<file path="config.mk">
export PLATFORM = sky130hd
export DESIGN_NAME = shift_exec_stage
export DESIGN_NICKNAME = d
export VERILOG_FILES = /design/src/rtl/shift_exec_stage.sv
export SDC_FILE = /design/constraint.sdc
export NUM_CORES = 1
export LEC_CHECK = 0
export CORE_MARGIN = 1
export CORE_UTILIZATION = 55
export DETAILED_ROUTE_END_ITERATION = 8
export GPL_ROUTABILITY_DRIVEN = 1
export PLACE_DENSITY = 0.88
export SYNTH_ARGS = -nofsm -noshare
export SYNTH_HDL_FRONTEND = slang
export SYNTH_SLANG_ARGS = --single-unit
</file>
<file path="constraint.sdc">
create_clock -name clk -period 4.8 [get_ports clk]
set_input_delay 1.44 -clock clk [delete_from_list [all_inputs] [get_ports clk]]
set_output_delay 1.44 -clock clk [all_outputs]
set_load 0.01 [all_outputs]
</file>
<file path="src/rtl/shift_exec_stage.sv">
// shift_exec_stage: registered shift/rotate execute stage with a one-entry skid buffer.
// Define SHIFT_ROTATE_EN to enable ROL/ROR; without it opcodes 011/100 are reported as illegal.
module shift_exec_stage #(
  parameter int WIDTH = 16
) (
  input  logic             clk,
  input  logic             rst,
  input  logic             in_valid,
  output logic             in_ready,
  input  logic [2:0]       in_op,
  input  logic [WIDTH-1:0] in_a,
  input  logic [3:0]       in_mag,
  input  logic [3:0]       in_tag,
  output logic             out_valid,
  input  logic             out_ready,
  output logic [WIDTH-1:0] out_q,
  output logic [3:0]       out_tag,
  output logic             out_c,
  output logic             out_z,
  output logic             out_n,
  output logic             out_err
);
  // state | meaning
  // EMPTY | no result held
  // ONE   | result in output register, skid empty
  // FULL  | output and skid registers both hold results, in_ready low
  typedef enum logic [1:0] {EMPTY = 2'd0, ONE = 2'd1, FULL = 2'd2} state_t;

  typedef struct packed {
    logic [WIDTH-1:0] q;
    logic [3:0]       tag;
    logic             c;
    logic             z;
    logic             n;
    logic             err;
  } res_t;

  localparam logic [2:0] OP_SHL = 3'b000;
  localparam logic [2:0] OP_SHR = 3'b001;
  localparam logic [2:0] OP_SAR = 3'b010;
`ifdef SHIFT_ROTATE_EN
  localparam logic [2:0] OP_ROL = 3'b011;
  localparam logic [2:0] OP_ROR = 3'b100;
`endif

  state_t           state;
  res_t             nxt, out_r, skid;
  logic             accept, drain;
  logic [WIDTH:0]   shl_ext, shr_ext;
  logic [WIDTH-1:0] sar_val;

  // Extended shifts capture the last bit shifted out as carry; m=0 yields 0 naturally.
  assign shl_ext = {1'b0, in_a} << in_mag;
  assign shr_ext = {in_a, 1'b0} >> in_mag;
  assign sar_val = $unsigned($signed(in_a) >>> in_mag);

`ifdef SHIFT_ROTATE_EN
  logic [WIDTH-1:0] rol_val, ror_val;
  assign rol_val = (in_a << in_mag) | (in_a >> (5'(WIDTH) - {1'b0, in_mag}));
  assign ror_val = (in_a >> in_mag) | (in_a << (5'(WIDTH) - {1'b0, in_mag}));
`endif

  always_comb begin
    nxt     = '0;
    nxt.q   = in_a;
    nxt.tag = in_tag;
    case (in_op)
      OP_SHL: begin nxt.q = shl_ext[WIDTH-1:0]; nxt.c = shl_ext[WIDTH]; end
      OP_SHR: begin nxt.q = shr_ext[WIDTH:1];   nxt.c = shr_ext[0];     end
      OP_SAR: begin nxt.q = sar_val;            nxt.c = shr_ext[0];     end
`ifdef SHIFT_ROTATE_EN
      OP_ROL: begin nxt.q = rol_val; nxt.c = (in_mag != 4'd0) & rol_val[0];       end
      OP_ROR: begin nxt.q = ror_val; nxt.c = (in_mag != 4'd0) & ror_val[WIDTH-1]; end
`endif
      default: nxt.err = 1'b1;
    endcase
    nxt.z = (nxt.q == '0);
    nxt.n = nxt.q[WIDTH-1];
  end

  assign accept = in_valid & in_ready;
  assign drain  = out_valid & out_ready;

  always_ff @(posedge clk or posedge rst) begin
    if (rst) begin
      state     <= EMPTY;
      out_valid <= 1'b0;
      in_ready  <= 1'b1;
      out_r     <= '0;
      skid      <= '0;
    end else begin
      case (state)
        EMPTY: if (accept) begin
          out_r     <= nxt;
          out_valid <= 1'b1;
          state     <= ONE;
        end
        ONE: begin
          if (accept && drain) begin
            out_r <= nxt;
          end else if (accept) begin
            skid     <= nxt;
            in_ready <= 1'b0;
            state    <= FULL;
          end else if (drain) begin
            out_valid <= 1'b0;
            state     <= EMPTY;
          end
        end
        FULL: if (drain) begin
          out_r    <= skid;
          in_ready <= 1'b1;
          state    <= ONE;
        end
        default: begin
          state     <= EMPTY;
          out_valid <= 1'b0;
          in_ready  <= 1'b1;
        end
      endcase
    end
  end

  assign out_q   = out_r.q;
  assign out_tag = out_r.tag;
  assign out_c   = out_r.c;
  assign out_z   = out_r.z;
  assign out_n   = out_r.n;
  assign out_err = out_r.err;

endmodule
</file>
; Word level (Yosys, flattened, before mapping)
; Index checks and enable logic that the tools add are counted.
; W data, S select, Z words.
[word_totals]
input_bits = 31
reg_bits = 52
wordCells = 69
[classes]
shifts = 3
reduce_logical = 12
mux = 22
bitwise_logic = 5
eq_ne = 12
[ops]
columns = operator, n
row1 = $mux W24, 3
row2 = $pmux W24 S3, 1
row3 = $pmux W16 S3, 1
row4 = $shl A16 B4 Y17, 1
row5 = $shr A17 B4 Y17, 1
row6 = $logic_not A16 Y1, 1
row7 = $sshr A16 B4 Y16, 1
row8 = $ne A2 B2 Y1 const B, 7
row9 = $reduce_and A4 Y1, 3
row10 = $mux W2, 5
row11 = $mux W1, 8
row12 = $pmux W1 S3, 2
row13 = $pmux W2 S3, 1
row14 = $reduce_and A5 Y1, 1
row15 = $eq A3 B1 Y1 const B, 1
row16 = $eq A3 B2 Y1 const B, 1
row17 = $logic_not A3 Y1, 1
row18 = $ne A3 B3 Y1 const B, 1
row19 = $not A1 Y1, 3
row20 = $reduce_and A3 Y1, 1
row21 = $reduce_bool A3 Y1, 1
row22 = $reduce_or A3 Y1, 1
row23 = $and A1 B1 Y1, 2
row24 = $eq A2 B1 Y1 const B, 1
row25 = 5 further kinds, 5

; Longest topological paths before layout
; Gate-level depths: netlist of the first run.
[depth]
ltp_word = 5
depth_mapped = 12
ltp_nobuf = 8

; Worst setup path after synthesis of the first run
; OpenSTA, ideal clock, no wires.
[synth_path]
kind = in2reg
startpoint = input in_mag[0]
endpoint = register out_r (netlist bit out_z)
arrival_time_ps = 3569
cell_stages = 9
setup_ps = 77
slack_ps = 1154
path_cell_list = buf_6 -> mux4_2 -> and2_4 -> o31ai_4 -> nand4_2 -> nor4_2 -> nand4b_1 -> or4_1 -> a21oi_1
[synth_between]
elab_chain_len = 5
elab_cells_between_ends = 8
[synth_rtl]
columns = element, line
row1 = "start, declared", 12  ; input logic [3:0] in_mag,
row2 = $sshr A16 B4 Y16 (tied with other cells), 55  ; assign sar_val = $unsigned($signed(in_a) >>> in_mag);
row3 = $pmux W16 S3 (*), 67  ; case (in_op)
row4 = $logic_not A16 Y1 (*), 77  ; nxt.z = (nxt.q == '0);
row5 = $mux W24 (on tied branches), "99, 93"
row6 = $pmux W24 S3 (*), 92  ; case (state)
row7 = "end signal, assigned", 94  ; out_r <= nxt;
row8 = "end signal, assigned", 100  ; out_r <= nxt;
row9 = "end signal, assigned", 111  ; out_r <= skid;
row10 = "end, declared", 47  ; res_t nxt, out_r, skid;
; Every way passes the cells marked *; elsewhere a longest branch is shown, timed or not. The select of a mux whose other input is x is not followed.
; A chain may end at the register's enable or synchronous reset.

; Worst setup path after layout of the first run
; Same ends and word-level chain as after synthesis.

==> results.md, run 1 <==
- Outcome: complete, no violations
- DR WL/cell: roughly 22 um
- Hold Buf Count CTS: 0
- Clock Tree Buf Depth: 2
- Yosys warns: 0
- Pins Over Slew Limit: 0
- R2r worst-path depth: 7
- Share of total power in the clock network: 26.0%
- Layout cell share with drive strength beyond 1: roughly 20%
- Synth cell types: 67
- Hpwl dp: around 11000 um
- Port bufs: 56
- Vias per std cell: 6.66
- Critical Setup Path Class: input pin to flop
- Storage cell area: approximately 0.0013 sq mm
- Min-delay worst type: flop to flop
- Hold Path Depth: 2
- Post-synth top area cell: dfrtp_1
- Setup bufs post-CTS: 0
- Startpoint Class: input pin
- RSZ-0062 raised after global routing: no
- # diodes: 0
- Sw Pwr: 0.337 mW
- Syn Area/Cell: ~8.9 sq um
- Worst-path maximum fanout: 27
- DR pass1 iterations: 5
- Num CTS Buffers: 5
- Hold Path End: out_q[14]
- Synth Flop Type: dfrtp_1
- Synthesized Nets: about 520
- Switching Share: ~34%
- Max Clock Freq: about 240 MHz
- CTS sink cnt: 50
- Synth-to-Final Area Change: 20.1%
- Fin crit share: about nine tenths
- Crit path capture type: flop
- WL final: roughly 14000 um
- CP required: around 5.0 ns
- Final min period: between 4 and 5 ns
- Vias in the first global route: approximately 4200
- Worst-path clk slew: 0.09 ns
- First-pass GRT wire length: between 20000 and 25000 um
- Internal power: roughly 0.66 mW
- Netlist Area Pre-Place: ~0.0043 sq mm
- Post-synthesis sequential area ratio: 28.9%
- Seq cells post-synth: 50
- Final Hold Fails: 0
- Yosys top cell area share: roughly 28%
- Filler cells: between 600 and 700
- Synth area leaders: dfrtp_1 28%, mux2i_1 11%, mux4_2 7.8%, mux2_2 6.0%, o21ai_0 4.7%
- Commonest non-fill, non-tap cells in the layout: 54 x clkdlybuf4s50_1, 49 x dfrtp_1, 47 x mux2i_1
- Worst EP arrival: ~4.5 ns
- GR Overflow Total: 0
- DRT iter0 DRCs: around 440
- Initial antenna violation count: 0
- Clk_skew: approximately 0.015 ns
- Detail Route Antenna Nets: 0
- Max-capacitance violation count: 0
- Hold WS: 0.489 ns
- Core ar.: roughly 0.0077 sq mm
- Final setup fails: 0
- Clk Latency, worst-skew pair: ~0.31 ns
- Initial core utilization: ~56%
- Multi-input gate area: between 0.002 and 0.003 sq mm
- Fraction of registers with async set/reset: 100%
- Pwr dens: around 190 mW/mm^2
- H-tree depth: 2
- CTS tree: built
- Worst slew pin tran: 1.02 ns
- Fin area: about 0.0052 sq mm
- Placed Area: about 0.0051 sq mm
- Total negative slack: 0 ns
- Final cell utilization of the core: 67.7%
- DRC errors left: 0
- Detailed-route via count: approximately 4300
- Die Area: 0.00824 sq mm
- Largest net degree at the start of global routing: between 50 and 60
- Part of the power in registers: 42.1%
- Comb pwr share: around a third
- Worst r2r src: state[1]
- VDD IR max: about 110 uV
- Leak Pwr: between 2 and 2.5 nW
- Mapped Cells: ~490
- Commonest non-fill, non-tap cell in the layout: clkdlybuf4s50_1
- R2R Setup Slk: ~2.1 ns
- RR Endpoint: out_c
- Nets: around 570
- Die W: 90.8 um
- Global router's overall resource usage: between 30% and 40%
- Worst Setup SP: in_mag[0]
- GPL Wtd Cong: ~1.0
- # IOs: between 50 and 60
- Overall power after layout: approximately 1 mW
- Die Ht: between 90 and 100 um
- Post-synth EDFFs: 0
- PostCTS Resize Cnt: 0
- FP Rows: 32
- Worst slew margin: about a third
- CTS root buf: clkbuf_8
- Min-delay src: out_q[14]
cells in the mapped netlist (2+ instances only):
cell / count
inv_1: 7
a211oi_1: 7
a21oi_1: 23
a31oi_1: 5
o2bb2ai_1: 2
nand3_1: 20
nand4b_1: 3
buf_1: 3
mux2_2: 23
buf_4: 4
o22a_1: 2
or3_1: 3
nand3b_1: 2
a22oi_1: 4
nor2b_1: 6
clkbuf_1: 30
mux4_1: 2
nand2b_1: 9
nor4_1: 3
o22ai_1: 18
or3b_2: 2
nor4b_1: 2
nor2_1: 30
nor3_1: 4
a221oi_1: 2
o21a_1: 2
and3_1: 4
a21o_1: 5
o211ai_1: 3
dfrtp_1: 49
buf_6: 2
o21ai_0: 41
or4_1: 2
o2111ai_1: 2
mux4_2: 15
a32oi_1: 3
nand4_1: 3
a311oi_1: 2
buf_2: 16
nand2_1: 46
a211o_1: 5
mux2i_1: 47
flip-flops by register name, indices dropped and copies added, names as in the netlist:
register	flops
out_tag	4
out_c	1
in_ready	1
out_z	1
out_err	1
state	2
out_valid	1
skid	23
out_q	16
area by class of cell:
| class | instances | area share (%) |
|---|---|---|
| flip-flops and latches | 50 | 24.1 |
| clock buffers | 5 | 1.32 |
| inverters | 7 | 0.505 |
| clock inverters | 3 | 0.553 |
| multi-input cells | 376 | 54.0 |
| well taps | 102 | 2.45 |
| repair buffers | 101 | 17.1 |
routing by layer:
layer	global-route usage, %	routed length, um	part of all wire [%]	vias up
li1	-	-	-	1947
met1	48.9	5920	41	2025
met2	54.7	6460	45	273
met3	8.25	1440	10	45
met4	13.4	503	3.5	0
met5	0	0	0	-
cell families (layout without fill, tap and decap cells):
logic type / count (synthesis) / after routing / synth area share (%)
multiplexers: 87 / 87 / 25.8
XOR/XNOR: 2 / 2 / 0.404
flip-flops: 50 / 50 / 28.9
AO/OA/AOI/OAI: 139 / 139 / 20.9
buffers and inverters: 62 / 116 / 6.53
AND/OR/NAND/NOR: 148 / 148 / 17.4
metrics by stage:
step	setup slack, ns	std cells
6_report	0.565	644
5_1_grt	0.462	644
4_1_cts	0.682	644
3_5_place_dp	0.372	636
3_3_place_gp	0.283	636
2_1_floorplan	1.15	488
critical path, cell delays in order:
cell and delay, ns:
buf_2 0.52, buf_4 0.35, mux2i_1 0.40, mux2i_1 0.21, a21oi_1 0.19, a21oi_1 0.15
a21o_1 0.26, or3_1 0.35, or4_1 0.41, a21oi_1 0.15
power groups by stage:
| stage | sequential, mW | combinational [mW] | clock, mW |
|---|---|---|---|
| 2_1_floorplan | 0.429 | 0.192 | 0 |
| 3_3_place_gp | 0.429 | 0.311 | 0 |
| 3_5_place_dp | 0.429 | 0.309 | 0 |
| 4_1_cts | 0.421 | 0.310 | 0.263 |
| 5_1_grt | 0.421 | 0.337 | 0.279 |
| 6_report | 0.421 | 0.320 | 0.260 |
worst max path at each step:
stage / end / slack, ns / depth (start not counted)
2_1_floorplan: out_z / 1.15 / 9
3_3_place_gp: out_z / 0.28 / 10
3_5_place_dp: out_z / 0.37 / 10
4_1_cts: out_z / 0.68 / 10
5_1_grt: out_z / 0.46 / 10
6_report: out_z / 0.57 / 10
No activity file was read; power rests on OpenSTA's default activity.
==> run 2: changes to the inputs <==
Settings changed: SLEW_MARGIN from default to 20.
==> run 2 against run 1 <==
  * Power hardly changed
  * Global-route usage stayed put
  * Clock skew fell by 0.00051 ns
  * Cell area hardly changed
  * Maximum frequency up 0.41%
  * Setup slack improved by 0.017 ns
  * Via count fell by 0.14%
  * Sequential power is essentially flat
  * Sequential cell count is the same
  * Register-to-register slack about the same
  * Critical path depth is the same
  * Largest power group unchanged
==> results.md, run 2 (synthesis results as in run 1) <==
- Worst-path clk slew: 0.09 ns (about the same)
- RSZ-0062 raised after global routing: no
- Worst slew pin tran: 0.886 ns (-0.137 ns)
- VDD IR max: 114 uV (+0.20%)
- Max reg flops: 23 (unchanged)
- WL final: 14400 um (+0.49%)
- Multi-input gate area: 0.00281 sq mm (unchanged)
- Core ar.: 0.00769 sq mm (unchanged)
- Outcome: complete, no violations
- GR Overflow Total: 0 (unchanged)
- CP required: 5.02 ns (about the same)
- Final Hold Fails: 0 (unchanged)
- Critical Setup Path Class: input pin to flop
- H-tree depth: 2 (unchanged)
- # diodes: 0 (unchanged)
- Num CTS Buffers: 5 (unchanged)
- Worst slew margin: 40.9% (+9.2 points)
- Largest net degree at the start of global routing: 51 (unchanged)
- DR WL/cell: 22.4 um (+0.49%)
- PostCTS Resize Cnt: 0 (unchanged)
- Leak Pwr: 2.18 nW (about the same)
- Initial antenna violation count: 0 (unchanged)
- Final setup fails: 0 (unchanged)
- Commonest non-fill, non-tap cells in the layout: 54 x clkdlybuf4s50_1, 49 x dfrtp_1, 47 x mux2i_1
- Pins Over Slew Limit: 0 (unchanged)
- # IOs: 57 (unchanged)
- Worst EP arrival: 4.44 ns (-0.02 ns)
- DRT iter0 DRCs: 452 (+2.0%)
- Die Area: 0.00824 sq mm (unchanged)
- Nets: 572 (unchanged)
- Initial core utilization: 56.4% (unchanged)
- Hpwl dp: 11000 um (unchanged)
- Fin crit share: 87.9% (-0.36 points)
- Crit path capture type: flop
- CTS root buf: clkbuf_8
- GPL Wtd Cong: 1.03 (unchanged)
- CTS tree: built
- Vias per std cell: 6.65 (-0.14%)
- Commonest non-fill, non-tap cell in the layout: clkdlybuf4s50_1
- DRC errors left: 0 (unchanged)
- Detailed-route via count: 4284 (-0.14%)
- Layout cell share with drive strength beyond 1: 19.6% (unchanged)
- Final min period: 4.22 ns (-0.0172 ns)
- Detail Route Antenna Nets: 0 (unchanged)
- Vias in the first global route: 4180 (unchanged)
- Min-delay worst type: flop to flop
- Clock Tree Buf Depth: 2 (unchanged)
- Total negative slack: 0 ns (unchanged)
- Max Clock Freq: 237 MHz (+0.41%)
- Die W: 90.8 um (unchanged)
- Clk Latency, worst-skew pair: 0.31 ns (about the same)
- First-pass GRT wire length: 22700 um (unchanged)
- Max-capacitance violation count: 0 (unchanged)
- Hold Buf Count CTS: 0 (unchanged)
- CTS sink cnt: 50 (unchanged)
- Filler cells: 632 (+0.32%)
- Pwr dens: 192 mW/mm^2 (about the same)
- Hold WS: 0.489 ns (+0.0000820 ns)
- Clk_skew: 0.0141 ns (-0.000505 ns)
- Port bufs: 56 (unchanged)
- Die Ht: 90.8 um (unchanged)
- Storage cell area: 0.00125 sq mm (unchanged)
- Startpoint Class: input pin
- Biggest register: skid
- DR pass1 iterations: 5 (unchanged)
- Worst-path maximum fanout: 27 (unchanged)
- Synth-to-Final Area Change: 20.2% (about the same)
- Global router's overall resource usage: 35.7% (unchanged)
- FP Rows: 32 (unchanged)
- Setup bufs post-CTS: 0 (unchanged)
[run 2: changes by cell type in the layout (fill, tap and decap cells not counted), sizes merged]
cell	before	now
inv	8	7
clkinv	2	3
[run 2: per-layer routing]
metal | GRT usage [%] | part of all wire [%] | up-vias | wire length (um)
met4 | 13.4 | 3.8 | 0 | 541
met5 | 0 | 0 | - | 0
li1 | - | - | 1942 | -
met2 | 54.7 | 45 | 277 | 6430
met3 | 8.25 | 8.9 | 47 | 1290
met1 | 48.9 | 43 | 2018 | 6140
[run 2: layout make-up]
class	instances	share of cell area, %
tap	102	2.45
clock inverter	3	0.553
clock buffer	5	1.32
inverter	7	0.529
sequential	50	24.1
multi-input combinational	376	54.0
timing repair buffer	101	17.1
[run 2: worst max-delay path, stage by stage]
cell     delay (ns)
buf_2          0.53
buf_4          0.35
mux2i_1        0.39
mux2i_1        0.21
a21oi_1        0.19
a21oi_1        0.16
a21o_1         0.26
or3_1          0.35
or4_1          0.41
a21oi_1        0.15
[run 2: power breakdown]
| part | internal, mW | switching [mW] |
|---|---|---|
| Sequential | 0.421 | 0 |
| Clock | 0.108 | 0.152 |
| Combinational | 0.135 | 0.186 |
| Total | 0.664 | 0.338 |
[run 2: path summary, 6_finish.rpt]
check                        endpoint  cells past startpoint  slack, ns      start
setup / recovery                out_z                     10       0.58  in_mag[0]
hold / removal              out_q[14]                      2       0.49  out_q[14]
setup reg to reg                out_c                      7       2.13   state[1]
hold reg to reg             out_q[14]                      2       0.49  out_q[14]
max in group asynchronous    skid[20]                      2       2.68        rst
min in group asynchronous  out_tag[0]                      2       1.60        rst
[run 2: metrics by stage]
stage	power [mW]	cell area, sq um	std cells	utilization, %	worst slack [ns]
3_5_place_dp	0.738	5110	636	66.4	0.372
5_1_grt	1.04	5210	644	67.7	0.462
3_3_place_gp	0.741	5110	636	66.4	0.283
2_1_floorplan	0.622	4330	488	-	1.15
4_1_cts	0.995	5200	644	67.7	0.682
6_report	1.00	5210	644	67.7	0.583
